[config.mk]
export PLATFORM = sky130hd
export DESIGN_NAME = uop_cache_ctrl
export DESIGN_NICKNAME = d
export VERILOG_FILES = /design/src/rtl/uop_cache_ctrl.sv
export SDC_FILE = /design/constraint.sdc
export NUM_CORES = 1
export LEC_CHECK = 0
export ABC_AREA = 1
export CORE_MARGIN = 4
export CORE_UTILIZATION = 30
export CTS_CLUSTER_DIAMETER = 40
export DETAILED_ROUTE_END_ITERATION = 10
export PLACE_DENSITY = 0.57
export SYNTH_ARGS = -nofsm -noshare
export SYNTH_HDL_FRONTEND = slang
export SYNTH_SLANG_ARGS = --single-unit
[constraint.sdc]
create_clock -name clk -period 2.2 [get_ports clk]
set_input_delay 0.22 -clock clk [delete_from_list [all_inputs] [get_ports clk]]
set_output_delay 0.22 -clock clk [all_outputs]
set_load 0.02 [all_outputs]
[src/rtl/uop_cache_ctrl.sv]
// ---------------------------------------------------------------------------
// uop_cache_ctrl
//
// Controller for the uop_cache block RAM (2^IDX_W entries x DATA_W bits).
// It owns the per-entry valid bits and tags. It serves fetch lookups with a
// one-cycle hit/miss + data response and accepts fills from the refill path.
// It also sequences a full-cache flush sweep. The RAM itself lives outside
// this module. Only its simple-dual-port read/write controls are driven here.
//
// Optional feature macro: UOP_CACHE_CTRL_STATS_EN
//   defined   -> saturating 16-bit hit/miss counters on stat_hits/stat_misses
//   undefined -> no counter logic, both stat ports tied to 0
//
// Ports
//   clk, reset             : single clock, synchronous active-high reset
//   lk_req/lk_pc/lk_ready  : lookup request handshake (index = pc LSBs)
//   lk_rvalid/lk_hit/lk_data : lookup response, one cycle after accept
//   fl_valid/fl_pc/fl_data/fl_ready : fill request handshake
//   flush_req/flush_busy   : flush start and in-progress indication
//   bram_re/bram_raddr     : RAM read port (data returns next cycle)
//   bram_we/bram_waddr/bram_wdata : RAM write port
//   bram_rdata             : RAM read data
//   stat_hits/stat_misses  : response statistics
// ---------------------------------------------------------------------------
module uop_cache_ctrl #(
  parameter int IDX_W  = 6,
  parameter int TAG_W  = 8,
  parameter int DATA_W = 32
) (
  input  logic                    clk,
  input  logic                    reset,
  input  logic                    lk_req,
  input  logic [IDX_W+TAG_W-1:0]  lk_pc,
  output logic                    lk_ready,
  output logic                    lk_rvalid,
  output logic                    lk_hit,
  output logic [DATA_W-1:0]       lk_data,
  input  logic                    fl_valid,
  input  logic [IDX_W+TAG_W-1:0]  fl_pc,
  input  logic [DATA_W-1:0]       fl_data,
  output logic                    fl_ready,
  input  logic                    flush_req,
  output logic                    flush_busy,
  output logic                    bram_re,
  output logic [IDX_W-1:0]        bram_raddr,
  output logic                    bram_we,
  output logic [IDX_W-1:0]        bram_waddr,
  output logic [DATA_W-1:0]       bram_wdata,
  input  logic [DATA_W-1:0]       bram_rdata,
  output logic [15:0]             stat_hits,
  output logic [15:0]             stat_misses
);

  localparam int ENTRIES = 1 << IDX_W;
  localparam logic [IDX_W-1:0] CNT_LAST = '1;

  typedef enum logic {
    ST_IDLE  = 1'b0,
    ST_FLUSH = 1'b1
  } state_t;

  state_t             state_q, state_d;
  logic [IDX_W-1:0]   cnt_q, cnt_d;
  logic [ENTRIES-1:0] valid_q, valid_d;
  logic [TAG_W-1:0]   tag_q [ENTRIES];
  logic               rvalid_q, hit_q;

  logic [IDX_W-1:0]   lk_idx, fl_idx;
  logic [TAG_W-1:0]   lk_tag, fl_tag;
  logic               is_idle, collide, lk_acc, fl_acc, lk_hit_now;
  logic               sweep_clr;

  assign lk_idx = lk_pc[IDX_W-1:0];
  assign lk_tag = lk_pc[IDX_W+TAG_W-1:IDX_W];
  assign fl_idx = fl_pc[IDX_W-1:0];
  assign fl_tag = fl_pc[IDX_W+TAG_W-1:IDX_W];

  assign is_idle = (state_q == ST_IDLE);

  // Same-index lookup and fill in one cycle: the fill wins and the lookup is
  // held off, so a lookup never races a write to the entry it is reading.
  assign collide = lk_req & fl_valid & (lk_idx == fl_idx);

  // A flush request in IDLE takes the cycle; nothing else is accepted then.
  assign fl_ready = is_idle & ~flush_req;
  assign lk_ready = is_idle & ~flush_req & ~collide;

  assign lk_acc = lk_req & lk_ready;
  assign fl_acc = fl_valid & fl_ready;

  // Tag/valid are read combinationally in the accept cycle; only the data
  // comes back from the RAM a cycle later.
  assign lk_hit_now = valid_q[lk_idx] & (tag_q[lk_idx] == lk_tag);

  assign bram_re    = lk_acc;
  assign bram_raddr = lk_acc ? lk_idx : '0;

  assign flush_busy = ~is_idle;
  assign sweep_clr  = ~is_idle;

  // -------------------------------------------------------------------------
  // FSM: state register
  // -------------------------------------------------------------------------
  always_ff @(posedge clk) begin
    if (reset) begin
      state_q <= ST_IDLE;
      cnt_q   <= '0;
    end else begin
      state_q <= state_d;
      cnt_q   <= cnt_d;
    end
  end

  // -------------------------------------------------------------------------
  // FSM: next state and RAM write port
  // -------------------------------------------------------------------------
  always_comb begin
    state_d    = state_q;
    cnt_d      = cnt_q;
    bram_we    = 1'b0;
    bram_waddr = '0;
    bram_wdata = '0;
    case (state_q)
      ST_IDLE: begin
        if (flush_req) begin
          state_d = ST_FLUSH;
        end else if (fl_acc) begin
          bram_we    = 1'b1;
          bram_waddr = fl_idx;
          bram_wdata = fl_data;
        end
      end
      ST_FLUSH: begin
        bram_we    = 1'b1;
        bram_waddr = cnt_q;
        bram_wdata = '0;
        if (cnt_q == CNT_LAST) begin
          state_d = ST_IDLE;
          cnt_d   = '0;
        end else begin
          cnt_d = cnt_q + 1'b1;
        end
      end
      default: begin
        state_d = ST_IDLE;
        cnt_d   = '0;
      end
    endcase
  end

  // -------------------------------------------------------------------------
  // Valid bits: fills set, the flush sweep clears the entry under cnt.
  // Fills and the sweep are never active in the same cycle.
  // -------------------------------------------------------------------------
  generate
    for (genvar gi = 0; gi < ENTRIES; gi++) begin : g_valid
      assign valid_d[gi] = (fl_acc && (fl_idx == IDX_W'(gi)))    ? 1'b1 :
                           (sweep_clr && (cnt_q == IDX_W'(gi)))  ? 1'b0 :
                           valid_q[gi];
    end
  endgenerate

  always_ff @(posedge clk) begin
    if (reset) begin
      valid_q <= '0;
    end else begin
      valid_q <= valid_d;
    end
  end

  // Tags need no reset: an entry's tag is only consulted while it is valid.
  always_ff @(posedge clk) begin
    if (fl_acc) begin
      tag_q[fl_idx] <= fl_tag;
    end
  end

  // -------------------------------------------------------------------------
  // Lookup response pipeline
  // -------------------------------------------------------------------------
  always_ff @(posedge clk) begin
    if (reset) begin
      rvalid_q <= 1'b0;
      hit_q    <= 1'b0;
    end else begin
      rvalid_q <= lk_acc;
      hit_q    <= lk_acc & lk_hit_now;
    end
  end

  assign lk_rvalid = rvalid_q;
  assign lk_hit    = rvalid_q & hit_q;
  assign lk_data   = (rvalid_q & hit_q) ? bram_rdata : '0;

  // -------------------------------------------------------------------------
  // Statistics
  // -------------------------------------------------------------------------
`ifdef UOP_CACHE_CTRL_STATS_EN
  logic [15:0] hits_q, hits_d;
  logic [15:0] misses_q, misses_d;
  logic        flush_start;

  // Counters restart from zero whenever a flush begins.
  assign flush_start = is_idle & flush_req;

  always_comb begin
    hits_d   = hits_q;
    misses_d = misses_q;
    if (flush_start) begin
      hits_d   = '0;
      misses_d = '0;
    end else if (rvalid_q) begin
      if (hit_q) begin
        if (hits_q != 16'hFFFF) hits_d = hits_q + 16'd1;
      end else begin
        if (misses_q != 16'hFFFF) misses_d = misses_q + 16'd1;
      end
    end
  end

  always_ff @(posedge clk) begin
    if (reset) begin
      hits_q   <= '0;
      misses_q <= '0;
    end else begin
      hits_q   <= hits_d;
      misses_q <= misses_d;
    end
  end

  assign stat_hits   = hits_q;
  assign stat_misses = misses_q;
`else
  assign stat_hits   = '0;
  assign stat_misses = '0;
`endif

endmodule

======== Word level (Yosys, flattened, before mapping) ========
Memory sizes are Yosys's and may differ from the RTL's.
Cells that the tools add are included.
storage, ports and cells
  register bits after elaboration ......... 73
  bits in writable memories ............... 512
  output and inout bits ................... 115
  word-level logic and storage cells ...... 551
  memories ................................ 1
operators by class
  add/subtract/negate cells ............... 1
  magnitude comparators ................... 1
  equal/unequal tests ..................... 128
  multiplexer cells ....................... 146
  bitwise gates (word level) .............. 12
  reduce and logical (&&, ||, !) cells .... 194
memories
  memory  words  bits a word  rd ports  clocked after Yosys merged registers in  wr ports  line  text
  tag_q   64     8            1         0                                        1         65    logic [TAG_W-1:0] tag_q [ENTRIES];
operators by type and width
  operator             count
  $eq 6x6->1 const B   64
  $eq 6x5->1 const B   32
  $mux 1               134
  $logic_and 1x1->1    128
  $reduce_bool 2->1    64
  $eq 6x4->1 const B   16
  $mux 32              3
  $pmux 32 s2          1
  $eq 6x3->1 const B   8
  $eq 6x2->1 const B   4
  $mux 6               4
  $eq 6x1->1 const B   2
  $logic_not 6->1      2
  $pmux 6 s2           1
  $and 1x1->1          9
  $eq 8x8->1           1
  $lt 6x7->1 const B   1
  $add 6x1->6 const B  1
  $bmux 1 s6           1
  $eq 6x6->1           1
  $pmux 1 s2           2
  $not 1->1            3

======== Longest topological paths before layout ========
Gate-level depths: netlist of run 1.
  depth after elaboration ................. 6
  mapped depth ............................ 18
  gate-level depth less buffers ........... 15

======== Worst setup path before layout of run 1 ========
Ideal clock, no wire load.
  kind .................................... reg-to-reg
  from .................................... register state_q, in the netlist flush_busy
  to ...................................... memory tag_q[31][0] (enable)
  setup time .............................. 0.374 ns
  arrival time ............................ 1.892 ns
  data required time ...................... 1.826 ns
  path slack .............................. -0.066 ns
  stages on the path, launching flop included .. 8
  buffers on the path ..................... 2
  path through ............................ dfxtp_1 buf_2 nor2_2 nand2_1 buf_2 nor2_1 nand3_1 nor2_1
on the way
  cells in the longest elaborated chain, start to end .. 5
ends and longest elaborated chain
  item                          line  text
  start: declaration            62    state_t state_q, state_d;
  start signal: assignment      109   state_q <= state_d;
  $not 1->1                     -
  $and 1x1->1                   85    assign fl_ready = is_idle & ~flush_req;
  named net fl_ready            41    output logic fl_ready,
  $and 1x1->1                   89    assign fl_acc = fl_valid & fl_ready;
  $mux 1                        173   if (fl_acc) begin
  $mux 1 (implied by the code)  174   tag_q[fl_idx] <= fl_tag;
  end: declaration              65
The timed path passes the listed nets, and every way through them passes these cells.

======== Worst setup path in the final report of run 1 ========
  from .................................... register state_q, in the netlist flush_busy
  to ...................................... output port bram_waddr[2]
on the way
  cells in the longest elaborated chain, start to end .. 6
ends and longest elaborated chain
  item              line  text
  $not 1->1         -
  $and 1x1->1       85
  $and 1x1->1       89
  $mux 6            127   end else if (fl_acc) begin
  $mux 6            125   if (flush_req) begin
  $pmux 6 s2 (*)    123   case (state_q)
  end: declaration  47    output logic [IDX_W-1:0] bram_waddr,
Mark *: on every way between the ends. The rest lies on a longest branch, timed or not.

==> flow_metrics.py, run 1 <==
metrics = {
    "yosys": {
        "synth_area_leaders": "edfxtp_1 (60%), nand2_1 (11%), nand3_1 (9.1%)",
        "synth_top_area_cell": "edfxtp_1",
        "syn_inst": 2604,
        "synth_edf_count": 512,
        "ys_top_cells_by_count": "nand2_1 (736), edfxtp_1 (512), nand3_1 (470), nor2_1 (263), inv_1 (196)",
        "yosysWarnings": 0,
        "synthXorXnorAreaFrac_pct": 0.2044,
        "synth-simple-area-share_pct": 24.04,
        "synth_fa_ha_area_share_pct": 0.1946,
        "synthFlopType": "edfxtp_1",
        "seq_area_frac_synth_pct": 65.48,
        "yosysTopAreaCellShare_pct": 59.80,
        "synth_top_family_by_area": "simple AND/OR/NAND/NOR gates",
        "synth.avg_cell_area_um2": 9.874,
        "syn_area_mm2": 0.02571,
        "yosysMostFrequentCell": "nand2_1",
        "synthArstFlopShare_pct": 0,
        "synth-compound-area-share_pct": 3.197,
        "ys_seq_elements": 585,
        "yosysUniqueCellTypes": 35,
        "synth_mux_area_share_pct": 0,
    },
    "cts": {
        "cts-buffers-inserted": 78,
        "cts_tree": "yes",
        "cts.sinks": 585,
        "worstSkewPairLatency_ns": 0.62,
        "h-tree-depth": 3,
        "cts-root-buf": "clkbuf_16",
        "clkTransAtPathRegs_ns": 0.06,
        "cts_buffer_depth": 3,
    },
    "place": {
        "dpl_cell_area_mm2": 0.02999,
        "place_hpwl_um": 49590,
        "gp_congestion": 0.9113,
        "port_buffers": 179,
    },
    "sta": {
        "finalCritPeriodShare_pct": 96.21,
        "fin_crit_ns": 2.117,
        "fin_tns_setup_ns": 0,
        "fmax_ghz": 0.4724,
        "whs_ns": 0.04309,
        "max_slew_margin_pct": 59.19,
        "skew_ns": 0.01655,
        "finalSetupViolCount": 0,
        "tightest_slew_ns": 0.6122,
        "finalHoldViolCount": 0,
        "final_max_slew_viol_count": 0,
    },
    "drt": {
        "drcViolationCount": 0,
        "via_per_inst": 4.738,
        "dr.first_iter.drc_count": 1742,
        "vias": 19450,
        "dr.pass1.iters": 5,
        "ant_nets": 0,
        "routed_wl_um": 76510,
        "wl_per_cell_um": 18.64,
    },
    "global_route": {
        "grt_usage_pct": 16.64,
        "globalRouteOverflowTotal": 0,
        "grt_max_degree": 68,
        "grt_pass1_vias": 18860,
        "antenna_found_initial": 0,
        "grt_pass1_wl_um": 115200,
    },
    "cells_and_area": {
        "syn_to_final_growth_pct": 26.05,
        "final_nets": 2998,
        "drive_gt1_share_pct": 12.64,
        "fin_area_mm2": 0.03241,
    },
    "worst_setup_path": {
        "cp_slowest_cell": "clkdlybuf4s15_1",
        "worstPathCellList": "nor2_4 -> nand2_1 -> buf_4 -> o22ai_1 -> clkdlybuf4s15_1",
        "worstPathArrival_ns": 1.90,
        "r2r-start": "flush_busy",
        "slowest_delay_ns": 0.35,
        "rrSetupSlack_ns": 0.24,
        "cp_max_fo": 12,
        "crit_type": "register to output pin",
        "startpoint": "flush_busy",
        "cp-start-kind": "register",
        "critical_path_required_ns": 1.98,
        "crit_end": "bram_waddr[2]",
        "rr_worst_depth": 7,
        "reg2reg_to": "tag_q[31][0]",
        "endpoint_kind": "output pin",
    },
    "power": {
        "vdd_drop_max_mv": 0.5605,
        "p_leak_nw": 12.46,
        "power_density_mw_per_mm2": 815.8,
    },
    "hold_path": {
        "min_path_type": "input port to register",
    },
    "floorplan": {
        "initial_core_util_pct": 30.20,
        "die_area_mm2": 0.09045,
        "coreArea_mm2": 0.08515,
        "die_h_um": 300.8,
        "row_count": 107,
        "die_x_um": 300.8,
        "io_pins": 212,
    },
    "job": {
        "drv_cap": 0,
    },
    "outcome": {
        "outcome": "completed",
    },
}
[sequential cells by signal (all words and copies together) (netlist names)]
name	flops
hit_q	1
flush_busy	1
valid_q	64
tag_q	512
lk_rvalid	1
cnt_q	6
[metal layers]
layer	wire [µm]	GRT usage, %	part of all wire (%)
met5	0	0	0
met4	1680	4.811	2.2
met3	5157	2.826	6.7
met2	36210	27.44	47
met1	33470	22.62	44
[cell type report]
cell class,count,area [µm²]
diodes,1,2.502
multi-input cells,1671,7289
clock inverters,51,509.2
fillers,8393,52740
flip-flops and latches,585,16840
inverters,202,768.2
clock buffers,92,2026
repair buffers,359,3548
well taps,1144,1431
[worst max-delay path: cells and delay by family, from the launching register on]
kind,cells,cell delay (ns)
buffers and inverters,2,0.54
AO/OA/AOI/OAI,1,0.12
flip-flops,1,0.33
AND/OR/NAND/NOR,2,0.28
[report_power, final]
part / total, W / internal (W) / leakage (nW) / switching, W
clock: 0.0123 / 0.00731 / 1.22 / 0.00498
sequential: 0.0121 / 0.0121 / 5.19 / 0.0000106
combinational: 0.00206 / 0.000678 / 6.05 / 0.00138
[placed cells by master (no fill, tap or decap), drive strengths merged]
cell           synthesis  layout
ha                     4       4
o32ai                  1       1
conb                   1      32
nand2                736     736
o31ai                  8       8
clkdlybuf4s15          0      13
bufinv                 0       5
dlygate4sd3            0       2
o21bai                 1       1
a21oi                 76      76
nor4                   1       1
dlygate4sd2            0      40
diode                  0       1
xor2                   3       3
nor3                   7       7
or2                    1       1
nand3b                 2       2
nand4                  1       1
clkinvlp               0       7
o21ba                  4       4
dfxtp                 73      73
inv                  199     212
nor2                 264     264
edfxtp               512     512
a211oi                 1       1
clkbuf                34     117
buf                  143     193
o21ai                 39      39
nand3                470     470
o22ai                  4       4
clkdlybuf4s50          0      86
clkinv                 3      29
o211ai                13      13
xnor2                  3       3
[how the worst min path moves through the flow]
stage,slack (ns),end,cells past startpoint,startpoint
finish,0.04,tag_q[13][3],1,fl_pc[9]
detailed placement,0.46,valid_q[3],2,valid_q[3]
floorplan,0.32,tag_q[0][0],0,fl_pc[6]
CTS,0.03,tag_q[13][3],1,fl_pc[9]
global route,0.04,tag_q[13][3],1,fl_pc[9]
global placement,0.46,valid_q[0],2,valid_q[0]
[stage by stage]
step                power [W]  util [%]  setup slack [ns]  std cells
global placement      0.01439     35.22           -0.2167       3957
finish                0.02644     38.07           0.08331       4105
global route          0.02733     38.06         -0.008495       4104
CTS                   0.02666     38.15          0.002756       4102
detailed placement    0.01440     35.22           -0.2316       3957
floorplan             0.01342         -          -0.06594       2635
[cell families after synthesis]
logic type / count (synthesis)
AO/OA/AOI/OAI: 147
XOR/XNOR: 6
other: 1
buffers and inverters: 379
AND/OR/NAND/NOR: 1482
flip-flops: 585
adder cells (fa/ha/maj): 4
[repair_timing]
action / 4_1_cts / 5_1_grt
pin swaps: 0 / 2
hold buffers: 2 / 0
setup endpoints to repair: 80 / 45
endpoints found under the hold margin: 4 / 0
buffers inserted: 0 / 2
resized for setup: 109 / 50
(Power assumes the default switching activity.)
==> inputs of run 2 (changes only) <==
Settings changed: CORE_MARGIN 4 to default.
==> run 2 against run 1 <==
Non-clock buffer count decreased by 2. Sequential cell count unchanged. Global-route usage increased by 0.81 points. Critical path depth decreased by 1. Sequential share of layout area is 0.56 points lower. Die area decreased by 4.0%. Sequential power is essentially flat. Hold slack improved by 0.032 ns. First-iteration DRC count down 0.11%. Clock skew rose by 0.011 ns. Register-to-register slack about the same. Critical path type unchanged. Critical endpoint is now lk_data[24].
==> flow_metrics.py, run 2 (synthesis results as in run 1) <==
metrics = {
    "drt": {
        "dr.first_iter.drc_count": 1740,
        "wl_per_cell_um": 18.63,
        "ant_nets": 0,
        "vias": 19530,
        "routed_wl_um": 76570,
        "drcViolationCount": 0,
        "via_per_inst": 4.750,
        "dr.pass1.iters": 6,
    },
    "sta": {
        "fin_crit_ns": 2.159,
        "finalSetupViolCount": 0,
        "fin_ws_ns": 0.04057,
        "fmax_ghz": 0.4631,
        "max_slew_margin_pct": 60.04,
        "finalHoldViolCount": 0,
        "finalCritPeriodShare_pct": 98.16,
        "fin_tns_setup_ns": 0,
        "tightest_slew_ns": 0.5994,
        "skew_ns": 0.02754,
        "final_max_slew_viol_count": 0,
    },
    "hold_path": {
        "min_path_type": "input port to register",
        "hold_path_depth": 1,
        "min_from": "fl_pc[13]",
        "hold_end": "tag_q[19][7]",
    },
    "cts": {
        "worstSkewPairLatency_ns": 0.64,
        "cts.sinks": 585,
        "clkTransAtPathRegs_ns": 0.06,
        "cts_buffer_depth": 3,
        "cts_tree": "yes",
        "cts-root-buf": "clkbuf_16",
        "h-tree-depth": 3,
        "cts-buffers-inserted": 86,
    },
    "worst_setup_path": {
        "crit_type": "register to output pin",
        "endpoint_kind": "output pin",
        "reg2reg_to": "tag_q[52][4]",
        "slowest_delay_ns": 0.45,
        "rr_worst_depth": 8,
        "rrSetupSlack_ns": 0.25,
        "path_buf_inv": 2,
        "cp-start-kind": "register",
        "r2r-start": "flush_busy",
        "cp_slowest_cell": "dfxtp_1",
        "critical_path_required_ns": 1.98,
        "cp_max_fo": 33,
        "worstPathArrival_ns": 1.94,
        "worstPathCellList": "nand2_1 -> buf_6 -> nor2_1 -> dlygate4sd2_1",
        "cpLargestDelayFamily": "buffers and inverters",
    },
    "cells_and_area": {
        "final_nets": 3004,
        "syn_to_final_growth_pct": 27.44,
        "largest_reg_flops": 512,
        "post-route-util_pct": 38.91,
        "multiInputGateArea_mm2": 0.007284,
        "final_cells": 4111,
        "fill_cells": 8307,
        "top_regs": "tag_q (512), valid_q (64), cnt_q (6)",
        "max_flop_register": "tag_q",
        "layout_commonest_cell": "nand2_1",
        "fin_area_mm2": 0.03277,
        "drive_gt1_share_pct": 12.53,
        "seqCellArea_mm2": 0.01684,
        "final_cell_mix": "nand2_1 (736), edfxtp_1 (512), nand3_1 (469)",
    },
    "global_route": {
        "grt_max_degree": 95,
        "grt_pass1_wl_um": 114400,
        "grt_usage_pct": 17.45,
        "antenna_found_initial": 0,
        "grt_pass1_vias": 18500,
        "globalRouteOverflowTotal": 0,
    },
    "place": {
        "place_hpwl_um": 49670,
        "placed_cells": 3946,
        "dpl_cell_area_mm2": 0.02991,
        "dp_slack_ns": -0.1940,
        "gp_congestion": 0.9122,
        "port_buffers": 179,
    },
    "power": {
        "combPwrFrac_pct": 7.3,
        "seqPwrFrac_pct": 43.2,
        "netSwitchingPower_w": 0.006688,
        "p_clk_share_pct": 49.5,
        "p_leak_nw": 12.69,
        "switching_share_pct": 23.89,
        "vdd_drop_max_mv": 0.5627,
        "intPower_w": 0.02131,
        "power_density_mw_per_mm2": 854.4,
    },
    "floorplan": {
        "io_pins": 212,
        "die_area_mm2": 0.08688,
        "die_h_um": 294.8,
        "initial_core_util_pct": 30.53,
        "row_count": 106,
        "coreArea_mm2": 0.08422,
        "die_x_um": 294.8,
    },
    "outcome": {
        "outcome": "completed",
    },
    "job": {
        "drv_cap": 0,
    },
}
run 2: changes by cell type in the layout (fill, tap and decap cells not counted), sizes merged:
cell and delta:
dlygate4sd3 -1, clkbuf -4, bufinv +4, clkinvlp +4
buf -3, dlygate4sd2 +23, clkinv -2, inv +3
clkdlybuf4s15 -8
run 2: layout make-up:
| class | instances | share of cell area, % |
|---|---|---|
| clock buffer | 101 | 6.870 |
| tap | 1134 | 4.330 |
| inverter | 202 | 2.345 |
| timing repair buffer | 357 | 10.71 |
| sequential | 585 | 51.38 |
| clock inverter | 60 | 2.123 |
| antenna | 1 | 0.007637 |
| multi-input combinational | 1671 | 22.23 |
run 2: timing repair:
item	CTS	global route
endpoints found under the hold margin	4	0
cloned	0	0
pin swaps	0	2
gates resized for setup	86	30
hold buffers	1	0
setup endpoints to repair	80	17
setup buffers	0	2
run 2: metal layers:
layer / global-route usage, % / vias to the layer above / part of all wire, % / wire (µm)
li1: - / 9304 / - / -
met1: 24.24 / 9324 / 44 / 33680
met2: 28.20 / 784 / 47 / 35860
met3: 2.194 / 116 / 6.8 / 5214
met4: 5.539 / 0 / 2.4 / 1816
met5: 0 / - / 0 / 0
run 2: worst max path at each step:
stage	from	to	slack, ns	cells past startpoint
6_report	hit_q	lk_data[24]	0.04	4
5_1_grt	fl_pc[4]	bram_raddr[2]	-0.002	9
2_1_floorplan	flush_busy	tag_q[31][0]	-0.07	7
3_3_place_gp	lk_pc[4]	bram_raddr[4]	-0.15	8
3_5_place_dp	fl_pc[4]	bram_raddr[0]	-0.19	8
4_1_cts	flush_busy	bram_wdata[19]	0.0003	6
run 2: metrics by stage:
stage | total power (W) | hold slack (ns)
floorplan | 0.01342 | 0.3189
global placement | 0.01438 | 0.4580
detailed placement | 0.01438 | 0.4639
CTS | 0.02822 | 0.06740
global route | 0.02883 | 0.09168
finish | 0.02799 | 0.07537
run 2: power groups by stage:
stage	clock (W)	combinational, W	sequential, W
detailed placement	0	0.00206	0.0123
global route	0.0145	0.00223	0.0121
global placement	0	0.00206	0.0123
floorplan	0	0.00109	0.0123
CTS	0.0141	0.00204	0.0121
finish	0.0139	0.00204	0.0121
==> inputs of run 3 (changes only) <==
Settings changed: SKIP_LAST_GASP from default to 1, TNS_END_PERCENT from default to 100.
==> run 3 against run 2 <==
Sequential share of layout area barely moved. Non-clock buffer count unchanged. Wire length rose by 0.12%. Largest power group unchanged.
==> flow_metrics.py, run 3 (synthesis results as in run 1) <==
metrics = {
    "outcome": {
        "outcome": "completed",
    },
    "worst_setup_path": {
        "critical_path_required_ns": 1.98,
        "r2r-start": "flush_busy",
        "cp-start-kind": "register",
        "reg2reg_to": "tag_q[52][4]",
        "cp_max_fo": 33,
        "crit_type": "register to output pin",
        "endpoint_kind": "output pin",
        "worstPathArrival_ns": 1.92,
        "rrSetupSlack_ns": 0.26,
        "rr_worst_depth": 8,
    },
    "global_route": {
        "use_met2_pct": 28.20,
        "use_met1_pct": 24.24,
        "grtUsageMet3_pct": 2.194,
        "grt_pass1_vias": 18500,
        "grt_pass1_wl_um": 114400,
        "grt_usage_pct": 17.45,
        "grt-busiest-layer": "met2",
        "grt_max_degree": 95,
        "antenna_found_initial": 0,
        "globalRouteOverflowTotal": 0,
    },
    "drt": {
        "drcViolationCount": 0,
        "vias": 19490,
        "wl_per_cell_um": 18.65,
        "routed_wl_um": 76660,
        "dr.first_iter.drc_count": 1725,
        "ant_nets": 0,
        "dr.pass1.iters": 9,
        "via_per_inst": 4.743,
    },
    "sta": {
        "finalHoldViolCount": 0,
        "final_max_slew_viol_count": 0,
        "skew_ns": 0.02565,
        "tightest_slew_ns": 0.6058,
        "fin_ws_ns": 0.05822,
        "finalSetupViolCount": 0,
        "finalCritPeriodShare_pct": 97.35,
        "fmax_ghz": 0.4669,
        "fin_crit_ns": 2.142,
        "max_slew_margin_pct": 59.62,
    },
    "place": {
        "dp_slack_ns": -0.1940,
        "place_hpwl_um": 49670,
        "gp_congestion": 0.9122,
        "port_buffers": 179,
        "placed_cells": 3946,
    },
    "floorplan": {
        "coreArea_mm2": 0.08422,
        "die_x_um": 294.8,
        "die_area_mm2": 0.08688,
        "row_count": 106,
        "initial_core_util_pct": 30.53,
        "io_pins": 212,
        "die_h_um": 294.8,
    },
    "cells_and_area": {
        "max_flop_register": "tag_q",
        "fill_cells": 8307,
        "drive_gt1_share_pct": 12.50,
        "layout_commonest_cell": "nand2_1",
        "post-route-util_pct": 38.91,
        "largest_reg_flops": 512,
        "final_cell_mix": "nand2_1 (736), edfxtp_1 (512), nand3_1 (469)",
        "final_nets": 3004,
        "diodes": 0,
        "top_regs": "tag_q (512), valid_q (64), cnt_q (6)",
        "final_cells": 4110,
        "syn_to_final_growth_pct": 27.45,
    },
    "hold_path": {
        "hold_end": "tag_q[19][7]",
        "min_path_type": "input port to register",
        "min_from": "fl_pc[13]",
        "hold_path_depth": 1,
    },
    "job": {
        "drv_cap": 0,
    },
    "cts": {
        "cts-root-buf": "clkbuf_16",
        "cts-buffers-inserted": 86,
        "cts.sinks": 585,
        "clkTransAtPathRegs_ns": 0.06,
        "cts_tree": "yes",
        "h-tree-depth": 3,
        "worstSkewPairLatency_ns": 0.64,
        "cts_buffer_depth": 3,
    },
    "power": {
        "vdd_drop_max_mv": 0.5656,
        "power_density_mw_per_mm2": 854.8,
        "p_leak_nw": 12.70,
    },
}
[run 3: routing by layer]
metal  part of all wire (%)  vias to the layer above
met2                     47                      758
li1                       -                     9300
met3                    6.7                      116
met4                    2.3                        0
met5                      0                        -
met1                     44                     9320
[run 3: power by group]
group	internal [W]	leakage, nW	switching (W)	total [W]
clock network	0.00855	1.40	0.00533	0.0139
registers	0.0121	5.19	0.00000988	0.0121
logic	0.000673	6.11	0.00137	0.00204
total	0.0213	12.7	0.00671	0.0280
[run 3: worst max-delay path: stages, from the launching register on]
cell and delay [ns]:
dfxtp_1 0.44, nand2_1 0.17, buf_6 0.22, nor2_1 0.10
dlygate4sd2_1 0.36
[run 3: how the worst max path moves through the flow]
stage	depth (start not counted)	endpoint	slack [ns]	start
floorplan	7	tag_q[31][0]	-0.07	flush_busy
finish	4	lk_data[23]	0.06	hit_q
CTS	5	bram_raddr[0]	-0.21	flush_busy
detailed placement	8	bram_raddr[0]	-0.19	fl_pc[4]
global placement	8	bram_raddr[4]	-0.15	lk_pc[4]
global route	10	bram_raddr[2]	-0.02	fl_pc[4]
[run 3: stage by stage]
step / power [W] / hold WS, ns / setup TNS [ns] / cell area [µm²]
after global routing: 0.02883 / 0.09168 / -0.05917 / 32770
after CTS: 0.02822 / 0.06740 / -0.2144 / 32780
after floorplan: 0.01342 / 0.3189 / -9.799 / 25870
after detailed placement: 0.01438 / 0.4639 / -10.73 / 29910
after global placement: 0.01438 / 0.4580 / -9.856 / 29910
final: 0.02801 / 0.07728 / 0 / 32770
[run 3: layout make-up]
| type | count | area [µm²] | area share, % |
|---|---|---|---|
| Clock buffer | 101 | 2251 | 6.869 |
| Clock inverter | 60 | 695.7 | 2.123 |
| Inverter | 202 | 768.2 | 2.344 |
| Multi-Input combinational cell | 1671 | 7284 | 22.23 |
| Sequential cell | 585 | 16840 | 51.37 |
| Tap cell | 1134 | 1419 | 4.330 |
| Timing Repair Buffer | 357 | 3517 | 10.73 |
[run 3: timing repair]
| action | CTS | global route |
|---|---|---|
| hold buffers | 1 | 0 |
| pin swaps | 0 | 1 |
| setup buffers | 0 | 2 |
| endpoints found under the setup margin | 80 | 17 |
| gates resized for setup | 85 | 29 |
| gates cloned | 0 | 0 |
| endpoints found under the hold margin | 4 | 0 |
